<file path="config.mk">
export PLATFORM = sky130hd
export DESIGN_NAME = video_timing
export DESIGN_NICKNAME = d
export VERILOG_FILES = /design/src/rtl/video_timing.sv
export SDC_FILE = /design/constraint.sdc
export NUM_CORES = 1
export LEC_CHECK = 0
export CAP_MARGIN = 20
export CORE_ASPECT_RATIO = 1.1
export CORE_MARGIN = 3
export CORE_UTILIZATION = 35
export DETAILED_ROUTE_END_ITERATION = 12
export HOLD_SLACK_MARGIN = 0.12
export SYNTH_ARGS = -nofsm -noshare
export SYNTH_HDL_FRONTEND = slang
export SYNTH_SLANG_ARGS = --single-unit
</file>
<file path="constraint.sdc">
create_clock -name clk_i -period 3.8 [get_ports clk_i]
set_input_delay 0.38 -clock clk_i [delete_from_list [all_inputs] [get_ports clk_i]]
set_output_delay 0.38 -clock clk_i [all_outputs]
set_load 0.02 [all_outputs]
</file>
<file path="src/rtl/video_timing.sv">
// Raster timing generator: free-running h/v counters advanced by a pixel enable, with
// registered sync, data-enable, coordinates and line/frame strobes. Optional macro: VIDEO_TIMING_LINE_DOUBLE_EN.
module video_timing #(
    parameter int H_ACTIVE        = 640,
    parameter int H_FRONT         = 16,
    parameter int H_SYNC          = 96,
    parameter int H_BACK          = 48,
    parameter int V_ACTIVE        = 480,
    parameter int V_FRONT         = 10,
    parameter int V_SYNC          = 2,
    parameter int V_BACK          = 33,
    parameter int SYNC_ACTIVE_LOW = 1
) (
    input  logic       clk_i,
    input  logic       reset_i,
    input  logic       en_i,
    output logic       hsync_o,
    output logic       vsync_o,
    output logic       de_o,
    output logic [9:0] pixel_x_o,
    output logic [9:0] pixel_y_o,
    output logic       line_start_o,
    output logic       frame_start_o
);

    localparam int H_TOTAL = H_ACTIVE + H_FRONT + H_SYNC + H_BACK;
    localparam int V_TOTAL = V_ACTIVE + V_FRONT + V_SYNC + V_BACK;

    if (H_TOTAL > 1024 || V_TOTAL > 1024) begin : g_size_check
        $error("video_timing: H_TOTAL and V_TOTAL must not exceed 1024");
    end

    // Thresholds are 11 bits so a sync end of exactly 1024 still compares correctly.
    localparam logic [10:0] H_ACT = 11'(H_ACTIVE);
    localparam logic [10:0] H_SS  = 11'(H_ACTIVE + H_FRONT);
    localparam logic [10:0] H_SE  = 11'(H_ACTIVE + H_FRONT + H_SYNC);
    localparam logic [10:0] V_ACT = 11'(V_ACTIVE);
    localparam logic [10:0] V_SS  = 11'(V_ACTIVE + V_FRONT);
    localparam logic [10:0] V_SE  = 11'(V_ACTIVE + V_FRONT + V_SYNC);
    localparam logic [9:0]  H_LAST = 10'(H_TOTAL - 1);
    localparam logic [9:0]  V_LAST = 10'(V_TOTAL - 1);
    localparam logic        SYNC_OFF = (SYNC_ACTIVE_LOW != 0);

    logic [9:0]  h_cnt, v_cnt;
    logic [10:0] h_ext, v_ext;
    logic        de_d, hs_d, vs_d;
    logic [9:0]  y_d;

    assign h_ext = {1'b0, h_cnt};
    assign v_ext = {1'b0, v_cnt};

    // Decode of the current (pre-increment) position; registered on the enabled edge.
    always_comb begin
        de_d = (h_ext < H_ACT) && (v_ext < V_ACT);
        hs_d = ((h_ext >= H_SS) && (h_ext < H_SE)) ? ~SYNC_OFF : SYNC_OFF;
        vs_d = ((v_ext >= V_SS) && (v_ext < V_SE)) ? ~SYNC_OFF : SYNC_OFF;
`ifdef VIDEO_TIMING_LINE_DOUBLE_EN
        y_d  = {1'b0, v_cnt[9:1]};
`else
        y_d  = v_cnt;
`endif
    end

    always_ff @(posedge clk_i) begin
        if (reset_i) begin
            h_cnt         <= '0;
            v_cnt         <= '0;
            hsync_o       <= SYNC_OFF;
            vsync_o       <= SYNC_OFF;
            de_o          <= 1'b0;
            pixel_x_o     <= '0;
            pixel_y_o     <= '0;
            line_start_o  <= 1'b0;
            frame_start_o <= 1'b0;
        end else if (en_i) begin
            if (h_cnt == H_LAST) begin
                h_cnt <= '0;
                v_cnt <= (v_cnt == V_LAST) ? '0 : v_cnt + 10'd1;
            end else begin
                h_cnt <= h_cnt + 10'd1;
            end
            hsync_o       <= hs_d;
            vsync_o       <= vs_d;
            de_o          <= de_d;
            pixel_x_o     <= h_cnt;
            pixel_y_o     <= y_d;
            line_start_o  <= (h_cnt == '0);
            frame_start_o <= (h_cnt == '0) && (v_cnt == '0);
        end else begin
            // Level outputs hold; strobes only follow an enabled edge.
            line_start_o  <= 1'b0;
            frame_start_o <= 1'b0;
        end
    end

endmodule

</file>
==> impl_metrics.yaml, run 1 <==
finish:
  n_antenna_cell: 0
  final_area_um2: 2350
  layout-drive-gt1-share: 0.0511
  area.growth.synth_to_final_pct: 22.2
  fillers: 534
  final_cell_mix: "dfxtp_1 (45), clkdlybuf4s50_1 (27), nor2_1 (25)"
  mostFrequentLayoutCell: "dfxtp_1"
  finalNetCount: 241
  final_cells: 307
floorplanning:
  core_um2: 5170
  die_x_um: 76.7
  io_pins: 28
  dieArea_um2: 6430
  rows: 27
  die_h_um: 83.8
  initial_utilization: 0.372
worst_setup_path:
  r2r_cells: 5
  crit_type: "input port to flop"
  r2r-start: "h_cnt[0]$_SDFFE_PP0P_"
  arrival_ns: 2.45
  endpoint_kind: "flop"
  cp_max_fo: 34
  worst_setup_path_start_kind: "input port"
  r2r_end: "v_cnt[9]$_SDFFE_PP0P_"
  worstSetupStartpoint: "en_i"
  crit_path_end: "v_cnt[2]$_SDFFE_PP0P_"
  rrSetupSlack_ns: 1.64
  required_ns: 3.97
logic_synthesis:
  synthSimpleGateAreaFrac: 0.263
  avgSynthCellArea_um2: 9.16
  synthAdderAreaFrac: 0.0260
  synth_xor_area_frac: 0.0410
  syn_nets: 217
  yosysSeqAreaShare: 0.468
  synth_cell_type_count: 33
  synth-compound-area-share: 0.0650
  ys_seq_elements: 45
  synth_area_um2: 1920
  muxShareOfSynthArea: 0.104
  yosys_warnings: 0
  synthCells: 210
  synth_top_family_by_area: "simple AND/OR/NAND/NOR gates"
clock_network:
  cts-buffers-inserted: 5
  cts_sinks: 45
  clock-root-buffer: "clkbuf_8"
  clock_path_buffers: 2
  hold_buffers: 0
  htreeDepth: 2
  cts.clk_slew.worst_paths_ns: 0.08
  cts_resized: 0
  post-cts-setup-buffer-count: 0
  clock_latency_ns: 0.29
  cts_tree: "done"
sta:
  rsz0062_at_grt: "false"
  min_period_ns: 2.29
  fin_worst_skew_ns: 0.00755
  slew_headroom: 0.299
  clock.fmax_ghz: 0.437
  hold_violations: 0
  setup-tns-final_ns: 0
  finalSetupViolCount: 0
  fin_crit_sh: 0.602
  fin_ws_ns: 1.51
  tightestPinTransition_ns: 1.04
  slew_viol_final: 0
hold_path:
  holdCritPathClass: "flop to flop"
  worstHoldStart: "de_o$_SDFFE_PP0P_"
power:
  power_density_nw_per_um2: 357
  p_leak_nw: 0.845
  seqPwrFrac: 0.570
  combPwrFrac: 0.049
  p_sw_frac: 0.218
  ir_worst_vdd_uv: 226
  power_switching_uw: 183
  intPower_uw: 658
  clock_power_share: 0.381
grt:
  grt_max_degree: 38
  grt_overflow: 0
  first_global_vias: 1471
  grt_pass1_wl_um: 6870
  grt_use_total: 0.129
  antenna_found_initial: 0
routing:
  viasPerCell: 5.11
  via_count: 1570
  drc: 0
  antenna_left: 0
  firstDrtPassIters: 4
  wire_per_inst_um: 13.0
  drt-total-wl_um: 4000
  first_iter_violations: 63
place:
  post-dp-hpwl_um: 2730
  post-place-ws_ns: 1.19
  gp_congestion: 0.825
  place_inst: 299
  portBuffers: 27
  dpl_cell_area_um2: 2250
run:
  maxCapViolCount: 0
status:
  status: "complete, no violations"
-- layout make-up --
cell class | count | area [um2] | area share
timing repair buffer | 29 | 285 | 0.121
sequential | 45 | 901 | 0.383
clock inverter | 1 | 5.00 | 0.00213
clock buffer | 7 | 96.3 | 0.0410
tap | 72 | 90.1 | 0.0383
multi-input combinational | 149 | 960 | 0.408
inverter | 4 | 15.0 | 0.00638
-- cell families (layout without fill, tap and decap cells) --
family | after synthesis | in the layout
buffers and inverters | 16 | 41
DFF | 45 | 45
adders and majority gates | 4 | 4
AOI/OAI and AO/OA | 23 | 23
muxes | 20 | 20
and+or+nand+nor | 93 | 93
xor gates and xnor gates | 9 | 9
-- how the worst min path moves through the flow --
stage | to | cells after the start
after floorplan | v_cnt[8]$_SDFFE_PP0P_ | 2
after global placement | de_o$_SDFFE_PP0P_ | 2
after detailed placement | de_o$_SDFFE_PP0P_ | 2
after CTS | de_o$_SDFFE_PP0P_ | 2
after global routing | pixel_y_o[6]$_SDFFE_PP0P_ | 2
final | de_o$_SDFFE_PP0P_ | 2
-- critical path, cell delays in order --
cell and delay [ns]:
clkdlybuf4s50_1 0.49, buf_4 0.40, and3_1 0.31, nand3_1 0.18, o21bai_1 0.58, nor2_1 0.11
-- layer usage --
layer,up-vias,GRT usage,routed length (um)
li1,795,-,-
met1,743,0.160,1940
met2,27,0.218,1890
met3,5,0.0313,113
met4,0,0.0445,51
met5,-,0,0
-- metrics by stage --
step	power (mW)	util	hold slack, ns
2_1_floorplan	0.518	-	0.477
3_3_place_gp	0.532	0.435	0.462
3_5_place_dp	0.532	0.435	0.473
4_1_cts	0.854	0.455	0.484
5_1_grt	0.872	0.455	0.518
6_report	0.841	0.455	0.476
-- cells in the mapped netlist, drive strengths merged --
library cell | n | share of area
or2 | 2 | 0.0065
nand3b | 2 | 0.0078
o31ai | 3 | 0.012
xor2 | 8 | 0.036
o21ai | 5 | 0.013
xnor2 | 1 | 0.0046
nand4bb | 1 | 0.0059
buf | 5 | 0.012
nor4bb | 1 | 0.0052
dfxtp | 45 | 0.47
nor4 | 3 | 0.0098
nor4b | 2 | 0.0091
nor2 | 25 | 0.049
nor3 | 9 | 0.023
nand3 | 11 | 0.029
mux2i | 20 | 0.10
and3 | 3 | 0.0098
inv | 4 | 0.0078
and2 | 1 | 0.0033
clkbuf | 7 | 0.014
or3 | 3 | 0.0098
or4 | 4 | 0.016
ha | 4 | 0.026
nand4b | 2 | 0.0091
nand2 | 10 | 0.020
nand2b | 3 | 0.0098
o21bai | 1 | 0.0039
nor2b | 1 | 0.0033
a21oi | 14 | 0.036
and4 | 3 | 0.014
nand4 | 6 | 0.020
and3b | 1 | 0.0046
-- sequential cells by signal, summed over array words and instances, names as in the netlist --
name,cells
line_start_o,1
frame_start_o,1
de_o,1
v_cnt,10
pixel_y_o,10
hsync_o,1
pixel_x_o,10
h_cnt,10
vsync_o,1
-- power by group through the flow --
| stage | Combinational [mW] | Sequential (mW) | Clock [mW] |
|---|---|---|---|
| 6_report | 0.0414 | 0.479 | 0.320 |
| 5_1_grt | 0.0448 | 0.480 | 0.347 |
| 4_1_cts | 0.0422 | 0.479 | 0.333 |
| 3_5_place_dp | 0.0422 | 0.490 | 0 |
| 3_3_place_gp | 0.0419 | 0.490 | 0 |
| 2_1_floorplan | 0.0250 | 0.493 | 0 |
No activity file was read; power rests on OpenSTA's default activity.
==> run 2: changes to the inputs <==
Clock period 3.8 ns to 2.1 ns, I/O delays scaled along.
==> run 2 against run 1 <==
Net effect: clock-buffer cell count shrank 2; combinational power grew 110%; sequential share of layout area shrank 2.2 points; final cell count grew 6.8%; global-route usage grew 1.4 points; critical endpoint is now v_cnt[9]$_SDFFE_PP0P_; largest power group unchanged.
==> impl_metrics.yaml, run 2 (same netlist as run 1, synthesis figures left out) <==
finish:
  layout-drive-gt1-share: 0.129
  n_antenna_cell: 0
  finalNetCount: 262
  final_cells: 328
  final_cell_mix: "dfxtp_1 (45), clkdlybuf4s50_1 (27), nor2_1 (25)"
  area.growth.synth_to_final_pct: 29.6
  mostFrequentLayoutCell: "dfxtp_1"
floorplanning:
  rows: 27
  initial_utilization: 0.372
  die_x_um: 76.7
  die_h_um: 83.8
  dieArea_um2: 6430
  io_pins: 28
  core_um2: 5170
worst_setup_path:
  required_ns: 2.34
  cp_slowest_cell: "or4_1"
  crit_type: "flop to flop"
  crit_path_end: "v_cnt[9]$_SDFFE_PP0P_"
  worst_setup_path_start_kind: "flop"
  cp_max_fo: 7
  path_cells: "ha_1 > nand3_1 > or4_1 > or4_1 > a21oi_1"
  r2r_end: "v_cnt[9]$_SDFFE_PP0P_"
  r2r-start: "h_cnt[0]$_SDFFE_PP0P_"
  cp_common_cell: "or4_1"
  crit_path_max_incr_delay_ns: 0.59
  worstSetupStartpoint: "h_cnt[0]$_SDFFE_PP0P_"
  endpoint_kind: "flop"
  rrSetupSlack_ns: 0.12
  r2r_cells: 5
  arrival_ns: 2.21
grt:
  grt_use_total: 0.144
  antenna_found_initial: 0
  grt_overflow: 0
  grt_max_degree: 37
  met1_usage: 0.178
  met3_usage: 0.0356
  first_global_vias: 1596
  grt.busiest_layer: "met2"
  grt_use_met2: 0.243
  grt_pass1_wl_um: 7530
clock_network:
  clock-root-buffer: "clkbuf_8"
  cts.clk_slew.worst_paths_ns: 0.08
  clock_latency_ns: 0.30
  cts_sinks: 45
  cts_resized: 0
  cts_tree: "done"
  cts-buffers-inserted: 5
  htreeDepth: 2
  post-cts-setup-buffer-count: 0
  hold_buffers: 0
  clock_path_buffers: 2
power:
  power_density_nw_per_um2: 592
  p_leak_nw: 0.945
  ir_worst_vdd_uv: 380
place:
  gp_congestion: 0.781
  place_inst: 320
  post-place-ws_ns: -0.0205
  post-dp-hpwl_um: 3080
  portBuffers: 27
sta:
  rsz0062_at_grt: "false"
  setup-tns-final_ns: 0
  clock.fmax_ghz: 0.506
  min_period_ns: 1.98
  fin_crit_sh: 0.941
  fin_worst_skew_ns: 0.00488
  hold_violations: 0
  slew_viol_final: 0
  fin_ws_ns: 0.123
  slew_headroom: 0.755
  tightestPinTransition_ns: 0.368
  finalSetupViolCount: 0
routing:
  drt-total-wl_um: 4290
  viasPerCell: 4.98
  drc: 0
  wire_per_inst_um: 13.1
  antenna_left: 0
  firstDrtPassIters: 4
  via_count: 1635
  first_iter_violations: 121
status:
  status: "complete, no violations"
run:
  maxCapViolCount: 0
hold_path:
  holdCritPathClass: "flop to flop"
[run 2: metrics by stage]
step	power [mW]	util	cell area (um2)	hold slack, ns
final	1.48	0.483	2490	0.477
after global routing	1.54	0.483	2490	0.512
after CTS	1.50	0.483	2490	0.479
after detailed placement	0.971	0.466	2410	0.468
after global placement	0.971	0.466	2410	0.461
after floorplan	0.938	-	1920	0.477
[run 2: per-layer routing]
metal	part of all wire	vias to the layer above
met5	0	-
met4	0.014	0
met3	0.030	7
met2	0.50	28
met1	0.46	761
li1	-	839
[run 2: critical path, delay by kind of cell, from the launching register on]
kind	cells	cell delay (ns)
AOI/OAI and AO/OA	1	0.15
adders and majority gates	1	0.20
DFF	1	0.34
and+or+nand+nor	3	1.22
[run 2: power by group]
| group | switching [mW] | internal, mW | total [mW] |
|---|---|---|---|
| clock | 0.297 | 0.230 | 0.527 |
| sequential | 0.00343 | 0.861 | 0.864 |
| combinational | 0.0470 | 0.0380 | 0.0850 |
[run 2: worst min path at each step]
| stage | from | endpoint | slack, ns | depth (start not counted) |
|---|---|---|---|---|
| 2_1_floorplan | v_cnt[8]$_SDFFE_PP0P_ | v_cnt[8]$_SDFFE_PP0P_ | 0.48 | 2 |
| 3_3_place_gp | de_o$_SDFFE_PP0P_ | de_o$_SDFFE_PP0P_ | 0.46 | 2 |
| 3_5_place_dp | de_o$_SDFFE_PP0P_ | de_o$_SDFFE_PP0P_ | 0.47 | 2 |
| 4_1_cts | de_o$_SDFFE_PP0P_ | de_o$_SDFFE_PP0P_ | 0.48 | 2 |
| 5_1_grt | de_o$_SDFFE_PP0P_ | de_o$_SDFFE_PP0P_ | 0.51 | 2 |
| 6_report | de_o$_SDFFE_PP0P_ | de_o$_SDFFE_PP0P_ | 0.48 | 2 |
[run 2: area by class of cell]
class | instances | area, um2
repair buffers | 50 | 443
clock inverters | 3 | 17.5
clock buffers | 5 | 68.8
flip-flops and latches | 45 | 901
well taps | 72 | 90.1
inverters | 4 | 15.0
multi-input cells | 149 | 960
fillers | 504 | 2670
==> run 3: changes to the inputs <==
Settings changed: SLEW_MARGIN set to 10.
==> results of run 3 <==
Same layout as run 2: the final DEF is identical, and so are final timing and power.
